**src/rtl/distortion_source.sv**
```systemverilog
// Channel-side sample generator: adds optional LFSR noise with saturation to
// clean 8-bit samples and presents a 5-deep history window to the FIR filter.
module distortion_source #(
  parameter int          NOISE_BITS = 3,
  parameter logic [15:0] LFSR_SEED  = 16'hACE1
) (
  input  logic       clk,
  input  logic       rst_n,
  input  logic [7:0] in_sample,
  input  logic       in_valid,
  output logic       in_ready,
  input  logic       noise_en,
  input  logic       flush,
  output logic       out_valid,
  input  logic       out_ready,
  output logic [7:0] distortedInput,
  output logic [7:0] distortedInputm1,
  output logic [7:0] distortedInputm2,
  output logic [7:0] distortedInputm3,
  output logic [7:0] distortedInputm4
);

  // An all-zero seed would lock the LFSR, so it is replaced by 1.
  localparam logic [15:0] SEED_EFF = (LFSR_SEED == 16'h0000) ? 16'h0001 : LFSR_SEED;
  localparam logic [2:0]  FULL     = 3'd5;

  function automatic logic [7:0] sat_add(input logic [7:0] a, input logic [7:0] b);
    logic [8:0] s;
    s = {1'b0, a} + {1'b0, b};
    return s[8] ? 8'hFF : s[7:0];
  endfunction

  function automatic logic [15:0] lfsr_step(input logic [15:0] v);
    return {v[14:0], v[15] ^ v[13] ^ v[12] ^ v[10]};
  endfunction

  logic [7:0]  win_q [5];
  logic [7:0]  win_d [5];
  logic [15:0] lfsr_q, lfsr_d;
  logic [2:0]  fill_q, fill_d;
  logic        vld_q, vld_d;
  logic        accept;
  logic [7:0]  noise;

  assign in_ready = !flush && (!vld_q || out_ready);
  assign accept   = in_valid && in_ready;
  assign noise    = noise_en ? {{(8-NOISE_BITS){1'b0}}, lfsr_q[NOISE_BITS-1:0]} : 8'h00;

  always_comb begin
    win_d  = win_q;
    lfsr_d = lfsr_q;
    fill_d = fill_q;
    vld_d  = vld_q;
    if (flush) begin
      for (int k = 0; k < 5; k++) win_d[k] = 8'h00;
      fill_d = 3'd0;
      vld_d  = 1'b0;
    end else if (accept) begin
      win_d[4] = win_q[3];
      win_d[3] = win_q[2];
      win_d[2] = win_q[1];
      win_d[1] = win_q[0];
      win_d[0] = sat_add(in_sample, noise);
      lfsr_d   = lfsr_step(lfsr_q);
      fill_d   = (fill_q == FULL) ? FULL : fill_q + 3'd1;
      vld_d    = (fill_d == FULL);
    end else if (vld_q && out_ready) begin
      vld_d = 1'b0;
    end
  end

  // Registered window / control stage
  always_ff @(posedge clk or negedge rst_n) begin
    if (!rst_n) begin
      for (int k = 0; k < 5; k++) win_q[k] <= 8'h00;
      lfsr_q <= SEED_EFF;
      fill_q <= 3'd0;
      vld_q  <= 1'b0;
    end else begin
      for (int k = 0; k < 5; k++) win_q[k] <= win_d[k];
      lfsr_q <= lfsr_d;
      fill_q <= fill_d;
      vld_q  <= vld_d;
    end
  end

  assign out_valid        = vld_q;
  assign distortedInput   = win_q[0];
  assign distortedInputm1 = win_q[1];
  assign distortedInputm2 = win_q[2];
  assign distortedInputm3 = win_q[3];
  assign distortedInputm4 = win_q[4];

endmodule

```
**config.mk**
```make
export PLATFORM = sky130hd
export DESIGN_NAME = distortion_source
export DESIGN_NICKNAME = d
export VERILOG_FILES = /design/src/rtl/distortion_source.sv
export SDC_FILE = /design/constraint.sdc
export NUM_CORES = 1
export LEC_CHECK = 0
export ABC_CLOCK_PERIOD_IN_PS = 3100
export CELL_PAD_IN_SITES_DETAIL_PLACEMENT = 2
export CELL_PAD_IN_SITES_GLOBAL_PLACEMENT = 2
export CORE_MARGIN = 2
export CORE_UTILIZATION = 34
export DETAILED_ROUTE_END_ITERATION = 8
export PLACE_DENSITY_LB_ADDON = 0.05
export SETUP_SLACK_MARGIN = 0.02
export SKIP_LAST_GASP = 1
export SYNTH_ARGS = -nofsm -noshare
export SYNTH_HDL_FRONTEND = slang
export SYNTH_SLANG_ARGS = --single-unit
```
**constraint.sdc**
```tcl
create_clock -name clk -period 3.1 [get_ports clk]
set_input_delay 0.62 -clock clk [delete_from_list [all_inputs] [get_ports clk]]
set_output_delay 0.62 -clock clk [all_outputs]
set_load 0.01 [all_outputs]
```
# Word-level counts from Yosys, hierarchy flattened
# Cells that the tools add are included.
dict set report word_totals {
  reg_bits 60
  latch_bits 0
  mem_bits_rw 0
  rom_bits 0
  input_bits 14
  output_inout_bits 42
  word_cells 35
  mem_count 0
}
dict set report classes {
  add_sub_neg 2
  n_mul 0
  div 0
  n_lt_le_gt_ge 0
  eq_ne 2
  shifts 0
  mux 10
  n_bitwise 4
  n_reduce_logical 9
}
# cell n
set ops {}
lappend ops {{$mux W40} 2}
lappend ops {{$mux W3} 4}
lappend ops {{$add A8 B3 Y9} 1}
lappend ops {{$mux W8} 1}
lappend ops {{$eq A3 B3 Y1 const B} 2}
lappend ops {{$add A3 B1 Y3 const B} 1}
lappend ops {{$logic_and A1 B1 Y1} 3}
lappend ops {{$mux W1} 3}
lappend ops {{$reduce_bool A3 Y1} 1}
lappend ops {{$xor A1 B1 Y1} 3}
lappend ops {{$logic_not A1 Y1} 2}
lappend ops {{$reduce_and A2 Y1} 1}
lappend ops {{$reduce_bool A2 Y1} 1}
lappend ops {{$logic_or A1 B1 Y1} 1}
lappend ops {{$not A1 Y1} 1}

# Depth between registers and ports, before layout
dict set report depth {
  ltp_word 6
  mapped_depth 7
  depth_no_buf 7
}

# Worst setup path after synthesis
# Ideal clock, no wire load.
dict set report synth_timing {
  path_type {input to register}
  start {input port noise_en}
  end {register win_q, in the netlist distortedInput[3]}
  arrival_time_ns 2.022
  slack_ns 0.956
  cell_stages 7
  path_cell_list {and2_1 ha_1 fa_1 a21o_1 nand4_1 nand2_2 o221a_2}
}
dict set report synth_via {
  elab_chain_len 5
}
# item line
set synth_lines {}
lappend synth_lines {{start: declaration} 12} ;# input logic noise_en,
lappend synth_lines {{$mux W3} 47} ;# assign noise = noise_en ? {{(8-NOISE_BITS){1'b0}}, lfsr_q[NOISE_BITS-1:0]} : 8'h00;
lappend synth_lines {{$add A8 B3 Y9} 29} ;# s = {1'b0, a} + {1'b0, b};
lappend synth_lines {{$mux W8} 30} ;# return s[8] ? 8'hFF : s[7:0];
lappend synth_lines {{$mux W40} 58} ;# end else if (accept) begin
lappend synth_lines {{$mux W40} 54} ;# if (flush) begin
lappend synth_lines {{end: declaration} 37} ;# logic [7:0] win_q [5];
# Every way passes these cells. The select of a mux whose other input is x is not followed.
# A chain may end at the register's enable or synchronous reset.

# Worst setup path after layout
dict set report layout_timing {
  start {input port out_ready}
  end {output port in_ready}
}
dict set report layout_via {
  elab_chain_len 2
}
# item line
set layout_lines {}
lappend layout_lines {{start: declaration} 15} ;# input logic out_ready,
lappend layout_lines {{$logic_or A1 B1 Y1} 45} ;# assign in_ready = !flush && (!vld_q || out_ready);
lappend layout_lines {{$logic_and A1 B1 Y1} 45}
lappend layout_lines {{end: declaration} 11} ;# output logic in_ready,
# Every way passes these cells.

==> key figures <==
Drt
  • Total number of vias: 2,060
  • DR WL/cell: 15.83 um
  • Post-DRT Antenna Nets: 0
  • WL final: 6571 um
  • Vias per std cell: 4.964
  • Pre-Repair DR Iteration Count: 4
  • Initial DRC count: 41
  • DRC violations left: 0

Clock network
  • CTS tree: yes
  • CTS hold repair buffers: 0
  • Clock Latency Late Sink: 0.34 ns
  • CTS Buf Count: 9
  • Clk sinks: 60
  • Post-CTS Setup Inserts: 0
  • Cts repair resizes: 0
  • Clock tree root buffer cell: clkbuf_8
  • Longest Clk Path Bufs: 2
  • H-tree depth: 3
  • Reg clk slew, reported paths: 0.07 ns

Setup path
  • Flop-to-flop setup slack: 1.05 ns
  • Kind of end point of the critical path: output pin
  • CP Class: primary input to output pin
  • CP Launch Type: primary input
  • Worst EP required: 2.48 ns
  • CP Max Fanout: 3
  • Crit path arrival time: 1.93 ns
  • Register-to-Register Path Depth: 7

Final layout
  • # fillers: 764
  • Post-layout util: 47.96%
  • Nets@finish: 329
  • Diodes inserted: 0
  • Area grow syn2layout: 35.03%
  • Most frequent cells in the layout: nand2_1 (68), clkdlybuf4s50_1 (54), dfrtp_1 (52)
  • Layout cells sized above 1: 18.04%
  • Commonest non-fill, non-tap cell in the layout: nand2_1

Run status
  • Outcome: complete, no violations

Logic synthesis
  • Post-synthesis sequential area ratio: 58.05%
  • Fraction of registers with async set or reset after synthesis: 100.0%
  • Synth warn: 0
  • Netlist cell types: 36
  • Ys flop type: dfrtp_1
  • Mean post-synth cell area: 10.46 sq um
  • EDFF count, synth: 0
  • Cell Area, Synth: 2604 sq um
  • Gate count after technology mapping: 249
  • Synthesis-stage register bit count: 60
  • Mapped Nets: 267

Timing
  • Fin crit share: 82.13%
  • Slew HR: 66.25%
  • Max-slew violations: 0
  • Layout Skew: 0.009083 ns
  • Final setup violating endpoints: 0
  • Worst-Margin Slew: 0.5051 ns
  • Hold Fails Final Rpt: 0
  • F_max: 0.3928 GHz
  • Minimum clock period: 2.546 ns
  • RSZ-0062 raised after global routing: no
  • Total negative setup slack: 0 ns
  • Hold slack: 0.2892 ns

Power and ir drop
  • Power per cell area: 644.4 nW/um^2
  • Switching Fraction: 25.47%
  • Leak: 1.437 nW
  • Clock network power share: 37.6%
  • Pint: 1.689 mW
  • Max IR drop VDD: 318.2 uV
  • Sequential power share: 45.1%
  • Gate power share: 17.3%
  • P_sw: 576.9 uW

Job
  • MaxCap Viol Count: 0

Die
  • Die W: 91.51 um
  • Die Y: 91.51 um
  • Row cnt: 31
  • Die area: 8374 sq um
  • Core Box Area: 7331 sq um
  • I/O Pins: 56
  • Initial Util: 35.52%

Hold path
  • HP Class: primary input to async pin

GRT
  • Aggregate global-route resource usage: 16.77%
  • Grt ovf: 0
  • Largest net degree at the start of global routing: 38
  • First-pass GRT wire length: 11,100 um
  • Vias in the first global route: 2,186
  • Initial antenna violation count: 0

Placement
  • IO Port Bufs: 55
  • RD Place Congestion: 0.7366
  • Detailed Place HPWL: 4608 um
worst max-delay path, cell delays in order:
cell	delay [ns]
clkdlybuf4s50_1	0.47
and2b_4	0.21
nor2_1	0.08
clkdlybuf4s50_1	0.54
Yosys cell counts (2+ instances only):
library cell	n	area, sq um
nand2_1	68	255.2
xor2_1	2	17.52
mux2_2	15	168.9
buf_2	7	35.03
o221a_2	4	45.04
nand3_1	3	15.01
xnor2_1	6	52.55
a211oi_1	2	15.01
o21ai_0	5	25.02
nand4_1	3	18.77
ha_1	3	37.54
a21oi_1	36	180.2
clkbuf_1	3	11.26
dfstp_2	8	210.2
dfrtp_1	52	1301
nand2b_1	2	12.51
nor2_1	6	22.52
and2_1	3	18.77
a31oi_1	4	25.02
worst paths after layout:
| path | from | to |
|---|---|---|
| setup / recovery | out_ready | in_ready |
| hold / removal | rst_n | distortedInputm3[6] |
| setup reg to reg | lfsr_q[0] | distortedInput[1] |
| hold reg to reg | lfsr_q[14] | lfsr_q[15] |
| max in group asynchronous | rst_n | lfsr_q[13] |
| min in group clk | lfsr_q[14] | lfsr_q[15] |
kinds of logic (layout without fill, tap and decap cells):
family | Yosys count | count (layout) | synth area share [%]
compound gates | 53 | 53 | 11.63
xor+xnor | 8 | 8 | 2.691
fa+ha+maj | 4 | 4 | 2.211
buf+inv | 14 | 81 | 2.642
flops | 60 | 60 | 58.05
mux | 15 | 15 | 6.487
simple gates | 95 | 95 | 16.29
through the flow:
step           std cells  setup slack [ns]  area (sq um)  total power, mW
2_1_floorplan        249            0.9556          2604            1.273
3_3_place_gp         399            0.4543          3277            1.412
3_5_place_dp         399            0.3696          3277            1.440
4_1_cts              415            0.5441          3516            2.305
5_1_grt              415            0.4889          3516            2.389
6_report             415            0.5540          3516            2.266
flip-flops by register name, indices dropped and copies added (netlist names):
signal,count
lfsr_q,16
out_valid,1
distortedInput,8
distortedInputm4,8
distortedInputm3,8
distortedInputm2,8
fill_q,3
distortedInputm1,8
layout make-up:
cell class | instances | area (sq um) | share of cell area [%]
Inverter | 2 | 7.507 | 0.2135
Sequential cell | 60 | 1511 | 42.99
Timing Repair Buffer | 63 | 605.6 | 17.22
Tap cell | 99 | 123.9 | 3.523
Clock inverter | 6 | 111.4 | 3.167
Multi-Input combinational cell | 175 | 1028 | 29.25
Clock buffer | 10 | 127.6 | 3.630
metal layers:
layer  GRT usage (%)  part of all wire (%)  vias to the layer above
li1                -                     -                      970
met1           21.01                    44                     1042
met2           28.00                    50                       39
met3           4.149                   3.5                        9
met4           6.061                   1.6                        0
met5               0                     0                        -
power by group through the flow:
stage	Sequential, mW	Clock [mW]	Combinational, mW
2_1_floorplan	1.01	0	0.258
3_3_place_gp	1.03	0	0.382
3_5_place_dp	1.04	0	0.401
4_1_cts	1.02	0.877	0.403
5_1_grt	1.04	0.903	0.443
6_report	1.02	0.852	0.391
Note: power is estimated with default switching activity, not from simulation.
